$ cat src/rtl/mem_port_arbiter_if.sv
// rtl/mem_port_arbiter_if.sv - request/response and memory bus bundle for mem_port_arbiter
interface mem_port_arbiter_if #(
    parameter int NPORTS = 4,
    parameter int AW     = 16,
    parameter int DW     = 32,
    parameter int IDW    = 4
);
    logic [NPORTS-1:0]    req_valid;
    logic [NPORTS-1:0]    req_ready;
    logic [NPORTS-1:0]    req_we;
    logic [NPORTS*AW-1:0] req_addr;
    logic [NPORTS*DW-1:0] req_wdata;
    logic [NPORTS-1:0]    rsp_valid;
    logic [DW-1:0]        rsp_rdata;
    logic [IDW-1:0]       rsp_id;
    logic                 mem_cs;
    logic                 mem_we;
    logic [AW-1:0]        mem_addr;
    logic [DW-1:0]        mem_wdata;
    logic [DW-1:0]        mem_rdata;

    // Arbiter side.
    modport slave (
        input  req_valid, req_we, req_addr, req_wdata, mem_rdata,
        output req_ready, rsp_valid, rsp_rdata, rsp_id,
        output mem_cs, mem_we, mem_addr, mem_wdata
    );

    // Requesters plus memory side.
    modport master (
        output req_valid, req_we, req_addr, req_wdata, mem_rdata,
        input  req_ready, rsp_valid, rsp_rdata, rsp_id,
        input  mem_cs, mem_we, mem_addr, mem_wdata
    );
endinterface

$ cat src/rtl/mem_port_arbiter.sv
// rtl/mem_port_arbiter.sv - N-port arbiter sharing one single-ported memory, one transaction in flight
// Round-robin by default; define ARB_FIXED_PRIO_EN for lowest-index-wins fixed priority.
module mem_port_arbiter #(
    parameter int NPORTS  = 4,
    parameter int AW      = 16,
    parameter int DW      = 32,
    parameter int IDW     = 4,
    parameter int MEM_LAT = 1
) (
    input  logic             clk,
    input  logic             rst,
    mem_port_arbiter_if.slave bus
);
    localparam int PW = (NPORTS > 1) ? $clog2(NPORTS) : 1;
    localparam int CW = $clog2(MEM_LAT + 1);

    typedef enum logic [1:0] {
        IDLE   = 2'd0,
        ACCESS = 2'd1,
        WAIT   = 2'd2,
        RESP   = 2'd3
    } state_t;

    state_t         state_q, state_d;
    logic [PW-1:0]  rr_ptr_q, rr_ptr_d;
    logic [IDW-1:0] next_id_q, next_id_d;
    logic           we_q, we_d;
    logic [AW-1:0]  addr_q, addr_d;
    logic [DW-1:0]  wdata_q, wdata_d;
    logic [PW-1:0]  port_q, port_d;
    logic [IDW-1:0] id_q, id_d;
    logic [DW-1:0]  rdata_q, rdata_d;
    logic [CW-1:0]  wait_cnt_q, wait_cnt_d;

    logic              grant_found;
    logic [PW-1:0]     grant_idx;
    logic [NPORTS-1:0] ready_vec;
    logic              handshake;

    always_comb begin
        int sum;
        logic [PW-1:0] idx;
        grant_found = 1'b0;
        grant_idx   = '0;
        sum         = 0;
        idx         = '0;
        for (int i = 0; i < NPORTS; i++) begin
`ifdef ARB_FIXED_PRIO_EN
            sum = i;
`else
            sum = (int'(rr_ptr_q) + i) % NPORTS;
`endif
            idx = PW'(sum);
            if (!grant_found && bus.req_valid[idx]) begin
                grant_found = 1'b1;
                grant_idx   = idx;
            end
        end
    end

    // Grant is only offered in IDLE and is suppressed while reset is held.
    always_comb begin
        ready_vec = '0;
        if (state_q == IDLE && grant_found && !rst) begin
            ready_vec[grant_idx] = 1'b1;
        end
    end

    assign handshake = |(bus.req_valid & ready_vec);

    always_comb begin
        state_d    = state_q;
        rr_ptr_d   = rr_ptr_q;
        next_id_d  = next_id_q;
        we_d       = we_q;
        addr_d     = addr_q;
        wdata_d    = wdata_q;
        port_d     = port_q;
        id_d       = id_q;
        rdata_d    = rdata_q;
        wait_cnt_d = wait_cnt_q;

        case (state_q)
            IDLE: begin
                if (handshake) begin
                    we_d    = bus.req_we[grant_idx];
                    addr_d  = bus.req_addr[int'(grant_idx)*AW +: AW];
                    wdata_d = bus.req_wdata[int'(grant_idx)*DW +: DW];
                    port_d  = grant_idx;
                    id_d    = next_id_q;
                    state_d = ACCESS;
                end
            end
            ACCESS: begin
                wait_cnt_d = '0;
                state_d    = WAIT;
            end
            WAIT: begin
                if (wait_cnt_q == CW'(MEM_LAT - 1)) begin
                    rdata_d = we_q ? '0 : bus.mem_rdata;
                    state_d = RESP;
                end else begin
                    wait_cnt_d = wait_cnt_q + 1'b1;
                end
            end
            RESP: begin
                next_id_d = next_id_q + 1'b1;
`ifndef ARB_FIXED_PRIO_EN
                rr_ptr_d  = (port_q == PW'(NPORTS - 1)) ? '0 : port_q + 1'b1;
`endif
                state_d   = IDLE;
            end
            default: state_d = IDLE;
        endcase
    end

    always_ff @(posedge clk or posedge rst) begin
        if (rst) begin
            state_q    <= IDLE;
            rr_ptr_q   <= '0;
            next_id_q  <= '0;
            we_q       <= 1'b0;
            addr_q     <= '0;
            wdata_q    <= '0;
            port_q     <= '0;
            id_q       <= '0;
            rdata_q    <= '0;
            wait_cnt_q <= '0;
        end else begin
            state_q    <= state_d;
            rr_ptr_q   <= rr_ptr_d;
            next_id_q  <= next_id_d;
            we_q       <= we_d;
            addr_q     <= addr_d;
            wdata_q    <= wdata_d;
            port_q     <= port_d;
            id_q       <= id_d;
            rdata_q    <= rdata_d;
            wait_cnt_q <= wait_cnt_d;
        end
    end

    // Outputs decode straight from state so an async reset clears them at once.
    always_comb begin
        bus.req_ready = ready_vec;
        bus.mem_cs    = 1'b0;
        bus.mem_we    = 1'b0;
        bus.mem_addr  = '0;
        bus.mem_wdata = '0;
        bus.rsp_valid = '0;
        bus.rsp_rdata = '0;
        bus.rsp_id    = '0;
        if (state_q == ACCESS) begin
            bus.mem_cs    = 1'b1;
            bus.mem_we    = we_q;
            bus.mem_addr  = addr_q;
            bus.mem_wdata = wdata_q;
        end
        if (state_q == RESP) begin
            bus.rsp_valid[port_q] = 1'b1;
            bus.rsp_rdata         = rdata_q;
            bus.rsp_id            = id_q;
        end
    end
endmodule

$ cat src/flat_wrapper.sv
// flat-port wrapper written by rule: the top's interface ports become plain ports
module mem_port_arbiter_flat 
#(
    parameter int NPORTS  = 4,
    parameter int AW      = 16,
    parameter int DW      = 32,
    parameter int IDW     = 4,
    parameter int MEM_LAT = 1
)
  (clk, rst, bus_req_valid, bus_req_we, bus_req_addr, bus_req_wdata, bus_mem_rdata, bus_req_ready, bus_rsp_valid, bus_rsp_rdata, bus_rsp_id, bus_mem_cs, bus_mem_we, bus_mem_addr, bus_mem_wdata);
  mem_port_arbiter_if #(.NPORTS(NPORTS), .AW(AW), .DW(DW), .IDW(IDW)) bus_i ();
  input  logic clk;
  input  logic rst;
  input wire logic [$bits(bus_i.req_valid)-1:0] bus_req_valid;
  input wire logic [$bits(bus_i.req_we)-1:0] bus_req_we;
  input wire logic [$bits(bus_i.req_addr)-1:0] bus_req_addr;
  input wire logic [$bits(bus_i.req_wdata)-1:0] bus_req_wdata;
  input wire logic [$bits(bus_i.mem_rdata)-1:0] bus_mem_rdata;
  output wire logic [$bits(bus_i.req_ready)-1:0] bus_req_ready;
  output wire logic [$bits(bus_i.rsp_valid)-1:0] bus_rsp_valid;
  output wire logic [$bits(bus_i.rsp_rdata)-1:0] bus_rsp_rdata;
  output wire logic [$bits(bus_i.rsp_id)-1:0] bus_rsp_id;
  output wire logic [$bits(bus_i.mem_cs)-1:0] bus_mem_cs;
  output wire logic [$bits(bus_i.mem_we)-1:0] bus_mem_we;
  output wire logic [$bits(bus_i.mem_addr)-1:0] bus_mem_addr;
  output wire logic [$bits(bus_i.mem_wdata)-1:0] bus_mem_wdata;
  assign bus_i.req_valid = bus_req_valid;
  assign bus_i.req_we = bus_req_we;
  assign bus_i.req_addr = bus_req_addr;
  assign bus_i.req_wdata = bus_req_wdata;
  assign bus_i.mem_rdata = bus_mem_rdata;
  assign bus_req_ready = bus_i.req_ready;
  assign bus_rsp_valid = bus_i.rsp_valid;
  assign bus_rsp_rdata = bus_i.rsp_rdata;
  assign bus_rsp_id = bus_i.rsp_id;
  assign bus_mem_cs = bus_i.mem_cs;
  assign bus_mem_we = bus_i.mem_we;
  assign bus_mem_addr = bus_i.mem_addr;
  assign bus_mem_wdata = bus_i.mem_wdata;
  mem_port_arbiter #(.NPORTS(NPORTS), .AW(AW), .DW(DW), .IDW(IDW), .MEM_LAT(MEM_LAT)) u_core (.clk(clk), .rst(rst), .bus(bus_i));
endmodule
$ cat config.mk
export PLATFORM = sky130hd
export DESIGN_NAME = mem_port_arbiter_flat
export DESIGN_NICKNAME = d
export VERILOG_FILES = /design/src/rtl/mem_port_arbiter_if.sv /design/src/rtl/mem_port_arbiter.sv /design/src/flat_wrapper.sv
export SDC_FILE = /design/constraint.sdc
export NUM_CORES = 1
export LEC_CHECK = 0
export CAP_MARGIN = 20
export CORE_AREA = 4 4 124 126
export CTS_CLUSTER_DIAMETER = 30
export DETAILED_ROUTE_END_ITERATION = 12
export DIE_AREA = 0 0 128 130
export DONT_BUFFER_PORTS = 1
export PLACE_DENSITY_LB_ADDON = 0.05
export SLEW_MARGIN = 20
export SYNTH_ARGS = -nofsm -noshare
export SYNTH_HDL_FRONTEND = slang
export SYNTH_SLANG_ARGS = --single-unit
$ cat constraint.sdc
create_clock -name clk -period 6.02 [get_ports clk]
set_input_delay 1.505 -clock clk [delete_from_list [all_inputs] [get_ports clk]]
set_output_delay 1.505 -clock clk [all_outputs]
set_load 0.02 [all_outputs]
## Yosys cells after proc, flatten, opt, wreduce, memory -nomap -nowiden

Cells that the tools add are included.

- Input bits: 234
- Register bits after elaboration: 96

- $lt $le $gt $ge: 8
- Reduce and logical (&&, ||, !) cells: 17
- Add/sub/neg operators: 6
- Mux-type cells: 37
- Shift-type cells: 2
- Equal/unequal tests: 6
- Bitwise gates (word level): 2

Operator list:

| operator | number |
|---|---|
| indexed part select 128 x 8 -> 32 bit | 1 |
| 2-to-1 mux 32 bit | 3 |
| indexed part select 64 x 7 -> 16 bit | 1 |
| less-than comparator 2 x 3 -> 1 bit (second input constant) | 6 |
| 2-to-1 mux 16 bit | 1 |
| 2-to-1 mux 1 bit | 14 |
| 2-to-1 mux 2 bit | 7 |
| 2-to-1 mux 4 bit | 3 |
| binary-select mux 1 bit (select 2 bit) | 5 |
| case mux 2 bit (4 select lines) | 1 |
| logical AND 1 bit | 7 |
| == test 2 bit (second input constant) | 3 |
| AND reduction 2 bit | 3 |
| adder 2 x 1 -> 2 bit (second input constant) | 2 |
| adder 2 bit (second input constant) | 2 |
| adder 4 x 1 -> 4 bit (second input constant) | 1 |
| AND 4 bit | 1 |
| demux 1 bit (select 2 bit) | 2 |
| greater-or-equal comparator 2 x 1 -> 1 bit (second input constant) | 2 |
| logical NOT 1 bit | 4 |
| OR reduction 4 bit | 1 |
| == test 2 x 1 -> 1 bit (second input constant) | 1 |
| logical NOT 2 bit | 1 |
| != test 2 x 1 -> 1 bit (second input constant) | 1 |
| other kinds (5) | 5 |

## Longest topological paths before layout

Gate-level depths: netlist (run 1).

- Depth after elaboration: 21
- Gate-level depth with buffers: 8

## Least setup slack after synthesis (run 1)

OpenSTA, ideal clock, no wires.

- Path type: input-to-output
- From: in rst
- To: out bus_req_ready[0]
- Buffers on the path: 3
- Cell stages on the path: 6
- Slack: 0.095 ns
- Data required time: 4.515 ns
- Arrival time: 4.420 ns
- Path through: inv_1 and3_1 clkbuf_2 buf_6 buf_6 and2_4

- Longest elaborated chain between the ends: 3

Ends and longest elaborated chain:

| item | line | source |
|---|---|---|
| from (decl) | flat_wrapper.sv:13 | `input logic rst;` |
| logical NOT 1 bit | mem_port_arbiter.sv:64 | `if (state_q == IDLE && grant_found && !rst) begin` |
| logical AND 1 bit | mem_port_arbiter.sv:64 |  |
| 2-to-1 mux 4 bit | mem_port_arbiter.sv:64 |  |
| to (decl) | flat_wrapper.sv:19 | `output wire logic [$bits(bus_i.req_ready)-1:0] bus_req_ready;` |

No other way between the ends.

## Final worst setup path (run 1)

- From: in bus_req_valid[1]
- To: out bus_req_ready[3]

- Longest elaborated chain between the ends: 17

Ends and longest elaborated chain:

| item | line | source |
|---|---|---|
| from (decl) | flat_wrapper.sv:14 | `input wire logic [$bits(bus_i.req_valid)-1:0] bus_req_valid;` |
| binary-select mux 1 bit (select 2 bit) | mem_port_arbiter.sv:54 | `if (!grant_found && bus.req_valid[idx]) begin` |
| 2-to-1 mux 1 bit (implied by the code) | mem_port_arbiter.sv:54 |  |
| 2-to-1 mux 1 bit | mem_port_arbiter.sv:54 |  |
| logical NOT 1 bit | mem_port_arbiter.sv:54 |  |
| logical AND 1 bit | mem_port_arbiter.sv:54 |  |
| 2-to-1 mux 1 bit | mem_port_arbiter.sv:54 |  |
| logical NOT 1 bit | mem_port_arbiter.sv:54 |  |
| logical AND 1 bit | mem_port_arbiter.sv:54 |  |
| 2-to-1 mux 1 bit | mem_port_arbiter.sv:54 |  |
| logical NOT 1 bit | mem_port_arbiter.sv:54 |  |
| logical AND 1 bit | mem_port_arbiter.sv:54 |  |
| 2-to-1 mux 2 bit | mem_port_arbiter.sv:54 |  |
| less-than comparator 2 x 3 -> 1 bit (implied by the code) or greater-or-equal comparator 2 x 1 -> 1 bit (tied branches) | mem_port_arbiter.sv:65 | `ready_vec[grant_idx] = 1'b1;` |
| logical AND 1 bit (implied by the code) | mem_port_arbiter.sv:65 |  |
| 2-to-1 mux 1 bit (implied by the code) | mem_port_arbiter.sv:65 |  |
| demux 1 bit (select 2 bit) | n/a |  |
| 2-to-1 mux 4 bit (*) | mem_port_arbiter.sv:64 |  |

Mark *: on every way between the ends. The rest lies on a longest branch, timed or not. The select of a mux whose other input is x is not followed.

==> results of run 1 <==
how the worst max path moves through the flow:
stage	start	to	slack, ns
6_report	bus_req_valid[1]	bus_req_ready[3]	1.59
2_1_floorplan	rst	bus_req_ready[0]	0.1
3_3_place_gp	bus_req_valid[1]	bus_req_ready[2]	1.58
3_5_place_dp	rst	bus_req_ready[3]	1.57
4_1_cts	rst	bus_req_ready[3]	1.57
5_1_grt	rst	bus_req_ready[2]	1.48
sequential cells by signal, indices dropped and copies added, names as in the netlist:
signal	cells
u_core.addr_q	16
u_core.id_q	4
u_core.next_id_q	4
u_core.port_q	2
u_core.rdata_q	32
u_core.rr_ptr_q	2
u_core.state_q	2
u_core.wdata_q	32
u_core.we_q	1
cells by family (layout without fill, tap and decap cells):
| kind of cell | Yosys count | count (layout) |
|---|---|---|
| AND/OR/NAND/NOR | 208 | 208 |
| flip-flops | 95 | 95 |
| adder cells (fa/ha/maj) | 10 | 10 |
| XOR/XNOR | 3 | 3 |
| multiplexers | 2 | 2 |
| buffers and inverters | 93 | 64 |
| AO/OA/AOI/OAI | 195 | 195 |
routing by layer:
metal | global-route usage [%] | vias up | share of wire (%)
met5 | 0 | - | 0
met4 | 4.56 | 0 | 1.4
met3 | 7.12 | 16 | 9.0
met2 | 33.6 | 226 | 51
met1 | 24.1 | 2071 | 39
li1 | - | 2034 | -
placed cells by master, fill, tap and decap left out, types with 5 or more instances in the layout:
master	instances
nor2_1	50
nor2b_1	5
a21oi_1	99
buf_4	9
a222oi_1	49
inv_1	38
and2_1	92
nand2_1	50
dfrtp_1	95
o21ai_0	41
ha_1	8
clkbuf_16	9
worst min-delay path: stages (launching register included):
cell     delay (ns)
dfrtp_1        0.34
nand2_1        0.05
nand2_1        0.06
through the flow:
step                      util, %  setup WS [ns]  cell area (µm²)  std cells  hold WS [ns]
after global routing         39.1           1.48             5600        761         0.497
after floorplan                 -         0.0954             5270        606         0.438
final                        39.1           1.59             5600        761         0.471
after detailed placement     37.1           1.57             5300        745         0.459
after CTS                    39.1           1.57             5600        761         0.475
after global placement       37.1           1.58             5300        745         0.455
power by group:
part           leakage [nW]  switching [mW]  internal (mW)
registers              1.14           0.158          0.922
clock network         0.145           0.243          0.325
logic                  1.05           0.928          0.419
layout make-up:
class | instances | area share [%]
multi-input combinational | 418 | 44.3
sequential | 95 | 42.4
clock inverter | 2 | 0.223
clock buffer | 14 | 5.07
tap | 184 | 4.11
timing repair buffer | 9 | 1.21
inverter | 39 | 2.66
==> flow_metrics.tcl, run 1 <==
set metrics [dict create \
    hold_depth 2 \
    antenna_found_initial 0 \
    max-vdd-ir-drop_mv 0.206 \
    gr-usage-all-layers_pct 19.7 \
    finalCritPeriodShare_pct 73.5 \
    port-buffer-count 0 \
    syn_inst 606 \
    yosys.area.top_type "dfrtp_1" \
    regToRegEndpoint "u_core.port_q[1]" \
    slowest_delay_ns 0.60 \
    nets 816 \
    clk_path_buf_depth 2 \
    regToRegSetupSlack_ns 3.86 \
    diodes 0 \
    slew_headroom_pct 37.2 \
    power.density_nw_per_um2 535 \
    rr_startpoint "u_core.state_q[0]" \
    min_to "u_core.id_q[2]" \
    min_path_type "reg -> reg" \
    cts_root_buf "clkbuf_16" \
    gp_congestion 0.874 \
    avgSynthCellArea_um2 8.69 \
    drt-total-wl_mm 17.2 \
    vias 4347 \
    synth_fa_ha_area_share_pct 2.38 \
    grt_pass1_wl_mm 25.4 \
    fill_cells 1468 \
    cts_sinks 95 \
    insertion_delay_ns 0.34 \
    run_status "complete, no violations" \
    cts_tree "yes" \
    power_mw 3.00 \
    area_growth_syn_to_layout_pct 6.39 \
    arrival_ns 2.92 \
    wl_per_cell_um 22.5 \
    cts_resized 0 \
    path_clk_slew_ns 0.06 \
    first_global_vias 4408 \
    rsz0062_at_grt "no" \
    cp.required_ns 4.51 \
    cp_top_family "simple AND/OR/NAND/NOR gates" \
    postRouteAntennaNets 0 \
    postCtsSetupBuffers 0 \
    async_flop_share_pct 100 \
    p_leak_nw 2.34 \
    die_height_um 130 \
    ios 328 \
    num_rows 44 \
    synthMuxAreaShare_pct 0.428 \
    crit_cells 3 \
    final-seq-area_um2 2380 \
    reg2regPathDepth 6 \
    synth_compound_area_share_pct 23.6 \
    ys_types 30 \
    dpl.hpwl_mm 12.4 \
    yosysSeqAreaShare_pct 45.1 \
    synth-edff-count 0 \
    firstDrtPassIters 9 \
    synthTopCellsByArea "dfrtp_1 45%, and2_1 11%, a21oi_1 9.4%" \
    setup_viol 0 \
    crit_chain "or4_1 > and3_2 > and2_1" \
    crit_fanout 31 \
    drv_slew 0 \
    ctsHtreeMaxLevel 3 \
    numCtsBuffers 9 \
    core_um2 14300 \
    synth-seq-cells 95 \
    synth_nets 850 \
    routed_via_density 5.71 \
    start_util_pct 36.8 \
    cp-start-kind "input port" \
    hold_buffers 0 \
    layout-drive-gt1-share_pct 6.59 \
    netlist_area_um2 5270 \
    cp-end-kind "output pin" \
    die_area_um2 16600 \
    synth_top_family_by_area "compound AO/OA/AOI/OAI gates" \
    yosys_warnings 0 \
    multi_input_area_um2 2480 \
    synthTopCellsByCount "99 x a21oi_1, 95 x dfrtp_1, 92 x and2_1" \
    fp.dieW_um 128 \
    grt_overflow 0 \
    synthSimpleGateAreaFrac_pct 19.9 \
    hold_viol 0 \
    worst_pin_slew_ns 0.942 \
    synth_ff_type "dfrtp_1" \
    grt_max_degree 63 \
    path_class "in -> out" \
    fin_skew_ns 0.00457 \
    drv_cap 0 \
    drt_iter0_drc 447 \
    critPathBufInv 0 \
    hold_path.startpoint "u_core.id_q[2]" \
    cpMaxStageDelayCell "or4_1" \
    synth_xor_area_share_pct 0.499 \
    setup-tns-final_ns 0 \
    synth.most_common_cell "a21oi_1" \
    synth_top_area_share_pct 45.1 \
    fmax_ghz 0.226 \
    drcViolationCount 0 \
    finalWorstPathRequiredPeriod_ns 4.43 \
]
Note: power is estimated with default switching activity, not from simulation.
==> run 2: changes to the inputs <==
- clock period: 6.02 -> 4 ns (I/O delays scaled with it)
==> run 2 against run 1 <==
Count of clock-buffer cells in the layout fell by 1. Design area rose by 0.85%. Sequential power rose by 52%. Cell count rose by 0.39%. Via count rose by 2.1%. Setup slack got worse by 1.0 ns. Clock skew rose by 0.0010 ns. Critical endpoint is now bus_req_ready[1]. Total power rose by 54%. Largest power group unchanged. Non-clock buffer count rose by 3. Clock power rose by 61%.
==> flow_metrics.tcl, run 2 (synthesis gave the netlist of run 1 again) <==
set metrics [dict create \
    insertion_delay_ns 0.34 \
    cts_tree "yes" \
    fmax_ghz 0.291 \
    cts_resized 0 \
    fin_area_um2 5650 \
    power_mw 4.61 \
    num_rows 44 \
    antenna_found_initial 0 \
    setup-tns-final_ns 0 \
    start_util_pct 36.8 \
    dpl.hpwl_mm 12.5 \
    rsz0062_at_grt "no" \
    postCtsSetupBuffers 0 \
    drv_slew 0 \
    cp-end-kind "output pin" \
    diodes 0 \
    cts_sinks 95 \
    clk_path_buf_depth 2 \
    setup_viol 0 \
    p_leak_nw 2.37 \
    worst_pin_slew_ns 0.903 \
    slew_headroom_pct 39.8 \
    multi_input_area_um2 2480 \
    ctsHtreeMaxLevel 3 \
    path_class "in -> out" \
    drt-total-wl_mm 16.9 \
    first_global_vias 4459 \
    grt_pass1_wl_mm 24.9 \
    ios 328 \
    drv_cap 0 \
    wl_per_cell_um 22.2 \
    gp_congestion 0.892 \
    firstDrtPassIters 8 \
    finalWorstPathRequiredPeriod_ns 3.43 \
    final_common_cell "a21oi_1" \
    drt_iter0_drc 459 \
    numCtsBuffers 9 \
    regToRegSetupSlack_ns 1.83 \
    crit_fanout 50 \
    placed_area_um2 5340 \
    die_height_um 130 \
    cts_root_buf "clkbuf_16" \
    path_clk_slew_ns 0.06 \
    routed_via_density 5.81 \
    power.density_nw_per_um2 815 \
    final-seq-area_um2 2380 \
    drcViolationCount 0 \
    hold_buffers 0 \
    postRouteAntennaNets 0 \
    hold_viol 0 \
    gr-usage-all-layers_pct 19.2 \
    grt_max_degree 67 \
    max-vdd-ir-drop_mv 0.288 \
    top_regs "u_core.rdata_q (32), u_core.wdata_q (32), u_core.addr_q (16)" \
    fin_skew_ns 0.00560 \
    fill_cells 1447 \
    core_um2 14300 \
    fp.dieW_um 128 \
    grt_overflow 0 \
    port-buffer-count 0 \
    finalCritPeriodShare_pct 85.8 \
    run_status "complete, no violations" \
    die_area_um2 16600 \
    grt-busiest-layer "met2" \
    grt_use_met2_pct 33.7 \
    arrival_ns 2.43 \
    final_cell_mix "99 x a21oi_1, 95 x dfrtp_1, 89 x and2_1" \
    cp.required_ns 3.00 \
    nets 819 \
    grt_util_met3_pct 4.18 \
    layout-drive-gt1-share_pct 6.55 \
    vias 4439 \
    area_growth_syn_to_layout_pct 7.29 \
    grt_use_met1_pct 23.9 \
    cp-start-kind "input port" \
    fin_util_pct 39.5 \
    min_path_type "reg -> reg" \
]
-- run 2: cell count changes in the layout (fill, tap and decap cells not counted), moves of 2 or more --
| cell | before | now |
|---|---|---|
| clkbuf_8 | 4 | 0 |
| and2_1 | 92 | 89 |
| and2_2 | 0 | 3 |
| clkbuf_1 | 1 | 4 |
| buf_4 | 9 | 11 |
| bufinv_16 | 0 | 2 |
-- run 2: final timing paths --
kind,from,endpoint,depth (start not counted)
setup reg to reg,u_core.rr_ptr_q[1],u_core.wdata_q[20],5
setup / recovery,bus_req_valid[2],bus_req_ready[1],4
min in group asynchronous,rst,u_core.rdata_q[13],2
hold / removal,u_core.next_id_q[3],u_core.next_id_q[3],1
max in group asynchronous,rst,u_core.wdata_q[31],3
hold reg to reg,u_core.next_id_q[3],u_core.next_id_q[3],1
-- run 2: layout make-up --
type | instances | share of cell area, %
Clock inverter | 3 | 1.20
Inverter | 39 | 2.66
Tap cell | 184 | 4.07
Multi-Input combinational cell | 418 | 43.9
Clock buffer | 13 | 4.25
Sequential cell | 95 | 42.1
Timing Repair Buffer | 12 | 1.82
-- run 2: layer usage --
layer / vias to the layer above / share of wire [%]
met3: 14 / 8.3
met5: - / 0
met1: 2161 / 38
met2: 224 / 52
li1: 2040 / -
met4: 0 / 1.1
-- run 2: critical path: stages --
cell	delay, ns
nor2b_1	0.14
o21ai_0	0.14
and3_2	0.79
and2_2	0.36
-- run 2: through the flow --
stage	instances	worst slack (ns)	hold slack (ns)
2_1_floorplan	606	-0.298	0.438
3_3_place_gp	748	0.596	0.463
3_5_place_dp	748	0.572	0.468
4_1_cts	764	0.572	0.476
5_1_grt	764	0.459	0.488
6_report	764	0.569	0.470
-- run 2: report_power, final --
group / internal [mW] / switching, mW / total (mW)
logic: 0.655 / 1.39 / 2.05
registers: 1.39 / 0.255 / 1.64
clock network: 0.550 / 0.367 / 0.916
total: 2.59 / 2.01 / 4.61
